--- src/rtl/stack_unit_if.sv ---
// Stack request/response bundle between the CPU control path and the stack unit.
interface stack_unit_if #(
    parameter int unsigned DATA_W = 8
);
    logic              push;
    logic              pop;
    logic [DATA_W-1:0] wdata;
    logic [DATA_W-1:0] rdata;
    logic              rvalid;

    modport master (output push, output pop, output wdata, input rdata, input rvalid);
    modport slave  (input push, input pop, input wdata, output rdata, output rvalid);
endinterface

--- src/rtl/stack_unit.sv ---
// Hardware LIFO stack: push/pop/replace with registered pop data and sticky misuse flags.
module stack_unit #(
    parameter int unsigned DATA_W = 8,
    parameter int unsigned DEPTH  = 8,
    localparam int unsigned PTR_W = $clog2(DEPTH)
) (
    input  logic              clk,
    input  logic              rst,
    stack_unit_if.slave       bus,
    input  logic              err_clr,
    output logic [DATA_W-1:0] top,
    output logic [PTR_W:0]    count,
    output logic              empty,
    output logic              full,
    output logic              overflow,
    output logic              underflow
);
    localparam int unsigned SP_W = PTR_W + 1;

    logic [DATA_W-1:0] mem [DEPTH];
    logic [SP_W-1:0]   sp;
    logic [SP_W-1:0]   sp_m1;
    logic [PTR_W-1:0]  top_idx;
    logic [PTR_W-1:0]  wr_idx;
    logic              is_empty;
    logic              is_full;

    // Pointer decode; sp is the occupancy, so the top lives at sp-1.
    always_comb begin
        is_empty = (sp == '0);
        is_full  = (sp == SP_W'(DEPTH));
        sp_m1    = sp - SP_W'(1);
        top_idx  = sp_m1[PTR_W-1:0];
        wr_idx   = sp[PTR_W-1:0];
    end

    assign top   = is_empty ? '0 : mem[top_idx];
    assign count = sp;
    assign empty = is_empty;
    assign full  = is_full;

    // Storage carries no reset; sp alone defines which entries are live.
    always_ff @(posedge clk) begin
        if (!rst) begin
            if (bus.push && !bus.pop && !is_full) begin
                mem[wr_idx] <= bus.wdata;
            end else if (bus.push && bus.pop && !is_empty) begin
                mem[top_idx] <= bus.wdata;
            end
        end
    end

    // Pointer, read port and flags; an error event in the err_clr cycle wins.
    always_ff @(posedge clk) begin
        if (rst) begin
            sp         <= '0;
            bus.rdata  <= '0;
            bus.rvalid <= 1'b0;
            overflow   <= 1'b0;
            underflow  <= 1'b0;
        end else begin
            bus.rvalid <= 1'b0;
            if (err_clr) begin
                overflow  <= 1'b0;
                underflow <= 1'b0;
            end
            if (bus.push && bus.pop) begin
                bus.rvalid <= 1'b1;
                bus.rdata  <= is_empty ? bus.wdata : mem[top_idx];
            end else if (bus.push) begin
                if (is_full) begin
                    overflow <= 1'b1;
                end else begin
                    sp <= sp + SP_W'(1);
                end
            end else if (bus.pop) begin
                if (is_empty) begin
                    underflow <= 1'b1;
                end else begin
                    bus.rdata  <= mem[top_idx];
                    bus.rvalid <= 1'b1;
                    sp         <= sp_m1;
                end
            end
        end
    end
endmodule

--- src/flat_wrapper.sv ---
// flat-port wrapper written by rule: the top's interface ports become plain ports
module stack_unit_flat 
#(
    parameter int unsigned DATA_W = 8,
    parameter int unsigned DEPTH  = 8,
    localparam int unsigned PTR_W = $clog2(DEPTH)
)
  (clk, rst, err_clr, top, count, empty, full, overflow, underflow, bus_push, bus_pop, bus_wdata, bus_rdata, bus_rvalid);
  stack_unit_if #(.DATA_W(DATA_W)) bus_i ();
  input  logic clk;
  input  logic rst;
  input  logic err_clr;
  output logic [DATA_W-1:0] top;
  output logic [PTR_W:0] count;
  output logic empty;
  output logic full;
  output logic overflow;
  output logic underflow;
  input wire logic [$bits(bus_i.push)-1:0] bus_push;
  input wire logic [$bits(bus_i.pop)-1:0] bus_pop;
  input wire logic [$bits(bus_i.wdata)-1:0] bus_wdata;
  output wire logic [$bits(bus_i.rdata)-1:0] bus_rdata;
  output wire logic [$bits(bus_i.rvalid)-1:0] bus_rvalid;
  assign bus_i.push = bus_push;
  assign bus_i.pop = bus_pop;
  assign bus_i.wdata = bus_wdata;
  assign bus_rdata = bus_i.rdata;
  assign bus_rvalid = bus_i.rvalid;
  stack_unit #(.DATA_W(DATA_W), .DEPTH(DEPTH)) u_core (.clk(clk), .rst(rst), .bus(bus_i), .err_clr(err_clr), .top(top), .count(count), .empty(empty), .full(full), .overflow(overflow), .underflow(underflow));
endmodule
--- config.mk ---
export PLATFORM = sky130hd
export DESIGN_NAME = stack_unit_flat
export DESIGN_NICKNAME = d
export VERILOG_FILES = /design/src/rtl/stack_unit_if.sv /design/src/rtl/stack_unit.sv /design/src/flat_wrapper.sv
export SDC_FILE = /design/constraint.sdc
export NUM_CORES = 1
export LEC_CHECK = 0
export ABC_CLOCK_PERIOD_IN_PS = 4600
export CAP_MARGIN = 10
export CORE_MARGIN = 10
export CORE_UTILIZATION = 45
export CTS_BUF_LIST = sky130_fd_sc_hd__clkbuf_4 sky130_fd_sc_hd__clkbuf_8
export DETAILED_ROUTE_END_ITERATION = 7
export DONT_BUFFER_PORTS = 1
export PLACE_DENSITY = 0.56
export SYNTH_ARGS = -nofsm -noshare
export SYNTH_HDL_FRONTEND = slang
export SYNTH_SLANG_ARGS = --single-unit
--- constraint.sdc ---
create_clock -name clk -period 4.6 [get_ports clk]
set_clock_uncertainty 0.2 [all_clocks]
set_input_delay 0.92 -clock clk [delete_from_list [all_inputs] [get_ports clk]]
set_output_delay 0.92 -clock clk [all_outputs]
set_load 0.01 [all_outputs]
## After elaboration in Yosys (flattened, before gate mapping)

Memory sizes are Yosys's and may differ from the RTL's.
Index checks and enable logic that the tools add are counted.
Widths: inputs -> output; s select.

- Bits of input ports: 13
- Latch bits: 0
- Memories: 1
- Register bits after elaboration: 15
- Memory bits (read-only): 0
- Memory bits (writable): 64
- Output and inout bits: 25

Memories:

| name | words | bits a word | read ports | clocked after Yosys merged registers in | write ports | RTL line | source |
|---|---|---|---|---|---|---|---|
| u_core.mem | 8 | 8 | 1 | 0 | 1 | stack_unit.sv:20 | `logic [DATA_W-1:0] mem [DEPTH];` |

- Add/sub/neg operators: 2
- Reductions and logical operators: 13
- Eq/ne operators: 5
- $mul: 0
- Div/mod/pow operators: 0
- Bitwise operators: 1
- Magnitude comparators: 0
- Shift operators: 0
- Multiplexer cells: 33

Operators by type and width:

| cell | count |
|---|---|
| $mux 8 | 7 |
| $mux 1 | 21 |
| $mux 4 | 4 |
| $reduce_or 8->1 | 1 |
| $ne 2x2->1 const B | 3 |
| $add 4x1->4 const B | 1 |
| $eq 4x4->1 const B | 1 |
| $logic_and 1x1->1 | 4 |
| $logic_not 4->1 | 1 |
| $reduce_and 4->1 | 1 |
| $reduce_bool 2->1 | 2 |
| $sub 4x1->4 const B | 1 |
| $logic_not 1->1 | 3 |
| $mux 3 | 1 |
| $reduce_and 3->1 | 1 |
| $ne 2x1->1 const B | 1 |
| $not 1->1 | 1 |

## Longest topological paths before layout

Gate-level depths: netlist of run 1.

- Depth in word-level cells: 9
- Depth in mapped cells: 10
- Depth with buffers taken out: 7

## Worst setup path after synthesis of run 1

Ideal clock, no wire load.

- Path kind: register to output
- Start point: register u_core.sp[0], in the netlist u_core.count[0]
- End point: output port top[0]
- Cell stages (with the launch flop): 11
- Arrival: 2590 ps
- Data required time: 3480 ps
- Path buffers: 4
- Setup slack: 890 ps
- Cells stage by stage: dfxtp_1 buf_2 inv_2 buf_2 ha_1 buf_6 xor2_4 buf_8 mux4_2 mux2_4 and2_1

- Word-level cells in the longest chain between the ends: 3
- Elaborated cells on any way between the ends: 4

RTL lines:

| what | RTL line | source |
|---|---|---|
| start: declaration | stack_unit.sv:21 | `logic [SP_W-1:0] sp;` |
| start signal: assignment | stack_unit.sv:74 | `sp <= sp + SP_W'(1);` |
| start signal: assignment | stack_unit.sv:82 | `sp <= sp_m1;` |
| $sub 4x1->4 | stack_unit.sv:32 | `sp_m1 = sp - SP_W'(1);` |
| $mem_v2 8x8 | - |  |
| $mux 8 (*) | stack_unit.sv:37 | `assign top = is_empty ? '0 : mem[top_idx];` |
| end: declaration | flat_wrapper.sv:13 | `output logic [DATA_W-1:0] top;` |

Mark *: on every way between the ends. The rest lies on a longest branch, timed or not.

## Worst setup path after layout of run 1

- Start point: register u_core.sp[0], in the netlist u_core.count[0]
- End point: output port top[5]

Same word-level chain as after synthesis.

==> results of run 1 <==
## cell families after synthesis
kind of cell,share of synthesized area [%]
compound gates,5.40
xor+xnor,2.27
fa+ha+maj,0.710
buf+inv,3.69
flops,63.1
mux,14.7
simple gates,10.1
## report_power, final
group | internal, µW | switching, µW
Sequential | 847 | 78.4
Clock | 323 | 236
Combinational | 468 | 469
## worst max-delay path: stages, from the launching register on
cell	delay, ns
dfxtp_1	0.33
inv_2	0.28
ha_1	0.47
xor2_4	0.16
buf_4	0.32
mux4_1	0.63
mux2_4	0.29
and2_1	0.19
## area by class of cell
| class | instances | share of cell area, % |
|---|---|---|
| clock buffer | 12 | 3.82 |
| clock inverter | 4 | 1.89 |
| inverter | 5 | 0.490 |
| multi-input combinational | 118 | 30.5 |
| sequential | 79 | 58.0 |
| tap | 102 | 3.33 |
| timing repair buffer | 10 | 1.96 |
## worst paths after layout
check / cells after the start / slack (ns) / end / start
setup / recovery: 7 / 0.46 / top[5] / u_core.count[0]
hold / removal: 2 / 0.32 / u_core.overflow / u_core.overflow
setup reg to reg: 6 / 1.26 / u_core.mem[6][4] / u_core.count[0]
hold reg to reg: 2 / 0.32 / u_core.overflow / u_core.overflow
## registers in the layout, indices dropped and copies added (netlist names)
signal and cells:
u_core.bus.rdata 8, u_core.bus.rvalid 1, u_core.count 4, u_core.overflow 1
u_core.mem 64, u_core.underflow 1
## metal layers
| metal | track usage (%) | vias to the layer above | routed length (µm) |
|---|---|---|---|
| li1 | - | 854 | - |
| met1 | 16.3 | 970 | 3100 |
| met2 | 20.1 | 59 | 3460 |
| met3 | 4.05 | 7 | 655 |
| met4 | 4.90 | 0 | 55 |
| met5 | 0 | - | 0 |
## Yosys cell counts (2+ instances only)
cell type	count
mux4_1	6
nand2b_1	2
nor3b_1	8
a21oi_1	4
and2_1	10
mux2i_1	2
nor2_1	11
a211oi_1	3
ha_1	2
dfxtp_1	15
nor3_1	3
inv_2	4
buf_6	3
nand3_1	2
and2b_1	5
and2b_2	2
and3_1	3
a21o_1	2
edfxtp_1	64
nor2b_1	3
xnor2_1	5
nand2_1	3
mux2_4	7
mux4_2	10
a221o_1	8
buf_2	3
## through the flow
stage          cell area (µm²)  hold WS (ns)
2_1_floorplan             3520         0.289
3_3_place_gp              3610         0.307
3_5_place_dp              3610         0.307
4_1_cts                   3830         0.320
5_1_grt                   3830         0.347
6_report                  3830         0.318
==> flow_metrics.py, run 1 <==
metrics = {
    "routing": {
        "ant_nets": 0,
        "wl_per_cell_um": 22.0,
        "dr.pass1.iters": 4,
        "vias": 1890,
        "wl_mm": 7.28,
        "via_per_inst": 5.73,
        "drtIter0Drc": 89,
        "drc_errors": 0,
    },
    "cells_and_area": {
        "fin_cells": 330,
        "fin_util_pct": 49.9,
        "layout-drive-gt1-share_pct": 22.8,
        "num_antenna_cells": 0,
        "fillers": 648,
        "finalNetCount": 238,
        "multiInputGateArea_um2": 1170,
        "final_common_cell": "edfxtp_1",
        "syn2layout_area_growth_pct": 8.81,
        "final_cell_mix": "64 x edfxtp_1, 15 x dfxtp_1, 11 x nor2_1",
        "register_area_um2": 2220,
    },
    "global_route": {
        "antenna_found_initial": 0,
        "grt_pass1_wl_mm": 11.3,
        "grt_max_degree": 26,
        "grt.total_usage_pct": 12.8,
        "grt_pass1_vias": 1940,
        "grt-ovfl-total": 0,
    },
    "timing": {
        "drv_slew": 0,
        "fin_setup_tns_ns": 0,
        "min_period_ns": 4.14,
        "worst_slew_pin_slew_ns": 0.686,
        "relSlewSlack_pct": 54.2,
        "rsz0062_at_grt": "false",
        "max_freq_ghz": 0.242,
        "fin_ws_ns": 0.463,
        "hold_viol_final": 0,
        "period_share_pct": 89.9,
        "final-setup-viol-count": 0,
    },
    "synth": {
        "postSynthCellCount": 214,
        "synth-async-reset-ratio_pct": 0,
        "postSynthNetCount": 229,
        "synth_flop_cell": "edfxtp_1",
        "yosysWarnings": 0,
        "synth_area_um2": 3520,
        "synth_top_area_share_pct": 54.6,
        "synth_edf_count": 64,
        "synth_area_leaders": "edfxtp_1 55%, dfxtp_1 8.5%, mux4_2 6.4%",
        "yosys_register_bits": 79,
        "yosysUniqueCellTypes": 50,
        "seq_area_frac_synth_pct": 63.1,
        "yosys.area.top_type": "edfxtp_1",
        "avgSynthCellArea_um2": 16.5,
    },
    "clocking": {
        "postCtsSetupRepairBufs": 0,
        "cts-htree-levels": 3,
        "cts_tree": "yes",
        "clock-sinks": 79,
        "clk-insertion-delay-late_ns": 0.34,
        "cts-buffers-inserted": 9,
        "post_cts_resize_count": 0,
        "cts_root_buffer": "clkbuf_8",
        "cts_hold_buf": 0,
        "clkTransAtPathRegs_ns": 0.08,
        "max-clock-path-buffers": 2,
    },
    "floorplanning": {
        "dieArea_um2": 11800,
        "start_util_pct": 45.8,
        "die_x_um": 108,
        "io_pins": 38,
        "die_y_um": 108,
        "coreArea_um2": 7690,
        "rows": 32,
    },
    "power_and_ir_drop": {
        "vdd_drop_max_mv": 0.247,
        "p_leak_uw": 0.00133,
        "p_total_uw": 2420,
        "p_per_area_nw_per_um2": 632,
    },
    "placement": {
        "pre_cts_slack_ns": 0.832,
        "port_buffers": 0,
        "hpwl_mm": 4.92,
        "dp.cells": 314,
        "place.gp.congestion": 0.841,
    },
    "worst_setup_path": {
        "crit_fanout": 17,
        "start_kind": "register",
        "critical_path_required_ns": 3.48,
        "critPathKind": "reg2out",
        "cp.arrival_ns": 3.02,
        "cp-end-kind": "output port",
    },
    "worst_hold_path": {
        "hold_path_class": "reg2reg",
    },
    "job": {
        "max-cap-violations": 0,
    },
    "status": {
        "run_status": "finished, final reports clean",
    },
}
Power figures use the tool's default switching activity.
==> run 2, diff against run 1 <==
- ABC_AREA: not set -> 1
==> run 2 against run 1 <==
Die area rose by 3.2%. Via count rose by 36%. Worst hold slack got worse by 0.0065 ns. Clock power fell by 7.3%. Cell count rose by 51%. First-iteration DRC count rose by 38%. Sequential power fell by 11%. Critical path type unchanged. Utilization rose by 0.15 points. Global-route usage rose by 2.3 points. Worst setup slack improved by 0.083 ns.
==> flow_metrics.py, run 2 <==
metrics = {
    "timing": {
        "period_share_pct": 88.1,
        "fin_setup_tns_ns": 0,
        "final-setup-viol-count": 0,
        "min_period_ns": 4.05,
        "relSlewSlack_pct": 44.2,
        "hold_viol_final": 0,
        "holdWs_ns": 0.312,
        "max_freq_ghz": 0.247,
        "rsz0062_at_grt": "false",
        "worst_slew_pin_slew_ns": 0.834,
        "drv_slew": 0,
    },
    "worst_setup_path": {
        "crit_top_cell": "nand3_1",
        "crit_fanout": 19,
        "slowest_stage": "ha_1",
        "cp-end-kind": "output port",
        "critical_path_required_ns": 3.48,
        "path_cells": "inv_1, ha_1, clkinv_1, nand3_1, nand3_1, nand2_1, nor2_1",
        "cp.arrival_ns": 2.93,
        "start_kind": "register",
        "critPathKind": "reg2out",
        "slowest_delay_ns": 0.74,
    },
    "cells_and_area": {
        "final_common_cell": "nand2_1",
        "layout-drive-gt1-share_pct": 9.11,
        "multiInputGateArea_um2": 1110,
        "finalNetCount": 405,
        "top_register": "u_core.mem",
        "syn2layout_area_growth_pct": 6.59,
        "final_cell_mix": "111 x nand2_1, 64 x edfxtp_1, 55 x inv_1, 55 x nand3_1, 22 x a21oi_1",
        "fillers": 745,
        "largest_reg_flops": 64,
        "register_area_um2": 2220,
        "fin_cells": 497,
        "num_antenna_cells": 0,
    },
    "routing": {
        "wl_mm": 8.69,
        "dr.pass1.iters": 4,
        "drc_errors": 0,
        "wl_per_cell_um": 17.5,
        "via_per_inst": 5.16,
        "vias": 2565,
        "drtIter0Drc": 123,
        "ant_nets": 0,
    },
    "synth": {
        "synth_edf_count": 64,
        "ys_top_cells_by_count": "111 x nand2_1, 64 x edfxtp_1, 55 x inv_1, 55 x nand3_1, 22 x a21oi_1",
        "synth_compound_area_share_pct": 5.94,
        "synth_top_area_share_pct": 52.5,
        "postSynthCellCount": 391,
        "yosysUniqueCellTypes": 26,
        "yosys_register_bits": 79,
        "avgSynthCellArea_um2": 9.37,
        "postSynthNetCount": 406,
        "synth_top_family_by_area": "simple AND/OR/NAND/NOR gates",
        "yosys.area_share.simple_pct": 23.0,
        "synth_area_um2": 3660,
        "synth.mux.area_fraction_pct": 0,
        "seq_area_frac_synth_pct": 60.7,
        "yosys.area.top_type": "edfxtp_1",
        "synth_flop_cell": "edfxtp_1",
        "synth.most_common_cell": "nand2_1",
        "synth_xor_area_share_pct": 0.683,
        "synthAdderAreaFrac_pct": 0.683,
        "yosysWarnings": 0,
        "synth_area_leaders": "edfxtp_1 52%, nand2_1 11%, dfxtp_1 8.2%",
        "synth-async-reset-ratio_pct": 0,
    },
    "clocking": {
        "clkTransAtPathRegs_ns": 0.08,
        "cts_hold_buf": 0,
        "cts-buffers-inserted": 9,
        "postCtsSetupRepairBufs": 0,
        "clk-insertion-delay-late_ns": 0.35,
        "cts-htree-levels": 3,
        "post_cts_resize_count": 0,
        "max-clock-path-buffers": 2,
        "cts_root_buffer": "clkbuf_8",
        "clock-sinks": 79,
        "cts_tree": "yes",
    },
    "global_route": {
        "grt-ovfl-total": 0,
        "grt_max_degree": 39,
        "grt_pass1_vias": 2509,
        "grt_pass1_wl_mm": 13.8,
        "grt.total_usage_pct": 15.1,
        "antenna_found_initial": 0,
    },
    "floorplanning": {
        "coreArea_um2": 7810,
        "die_y_um": 110,
        "die_x_um": 110,
        "start_util_pct": 46.9,
        "rows": 32,
        "io_pins": 38,
        "dieArea_um2": 12100,
    },
    "power_and_ir_drop": {
        "p_per_area_nw_per_um2": 425,
        "vdd_drop_max_mv": 0.199,
        "p_leak_uw": 0.00167,
    },
    "placement": {
        "dp.cells": 481,
        "hpwl_mm": 6.16,
        "place.gp.congestion": 0.827,
        "port_buffers": 0,
    },
    "worst_hold_path": {
        "hold_path_class": "reg2reg",
    },
    "status": {
        "run_status": "finished, final reports clean",
    },
    "job": {
        "max-cap-violations": 0,
    },
}
## run 2: layer usage
metal | up-vias | share of wire (%) | global-route usage [%]
li1 | 1269 | - | -
met1 | 1240 | 43 | 18.9
met2 | 48 | 51 | 24.9
met3 | 8 | 5.2 | 4.70
met4 | 0 | 1.1 | 4.22
met5 | - | 0 | 0
## run 2: metrics by stage
step | power [µW] | util (%) | setup slack, ns | area [µm²]
after floorplan | 1090 | - | 1.65 | 3660
after detailed placement | 1160 | 47.4 | 0.930 | 3700
after global routing | 1750 | 50.0 | 0.271 | 3900
after CTS | 1670 | 50.0 | 0.521 | 3900
final | 1660 | 50.0 | 0.546 | 3900
after global placement | 1160 | 47.4 | 0.943 | 3700
## run 2: critical path: cells and delay by family (launching register included)
| kind | cells | cell delay [ns] |
|---|---|---|
| DFF | 1 | 0.49 |
| buffers and inverters | 2 | 0.78 |
| adders and majority gates | 1 | 0.74 |
| and+or+nand+nor | 4 | 0.55 |
## run 2: final timing paths
| path | start | endpoint | slack (ns) | cells after the start |
|---|---|---|---|---|
| worst max-delay path | u_core.count[1] | top[0] | 0.55 | 7 |
| worst min-delay path | u_core.underflow | u_core.underflow | 0.31 | 2 |
| worst max register to register | u_core.count[1] | u_core.mem[0][2] | 0.92 | 6 |
| worst min register to register | u_core.underflow | u_core.underflow | 0.31 | 2 |
## run 2: cells by family (layout without fill, tap and decap cells)
family	Yosys count	in the layout
compound gates	39	39
flops	79	79
buf+inv	75	79
xor+xnor	2	2
fa+ha+maj	2	2
simple gates	194	194
## run 2: area by class of cell
| type | instances | area share (%) |
|---|---|---|
| Sequential cell | 79 | 56.9 |
| Multi-Input combinational cell | 237 | 28.4 |
| Inverter | 61 | 5.90 |
| Clock buffer | 10 | 3.37 |
| Tap cell | 102 | 3.27 |
| Clock inverter | 6 | 1.76 |
| Timing Repair Buffer | 2 | 0.385 |
## run 2: where the power goes
part	internal, µW	leakage (µW)	total, µW	switching (µW)
clock	260	0.000102	518	258
combinational	87.3	0.000863	319	232
sequential	799	0.000701	823	23.4
total	1150	0.00167	1660	513
==> run 3, diff against run 2 <==
- CAP_MARGIN: 10 -> not set
==> results of run 3 <==
No change in the layout: final DEF, timing and power equal those of run 2.
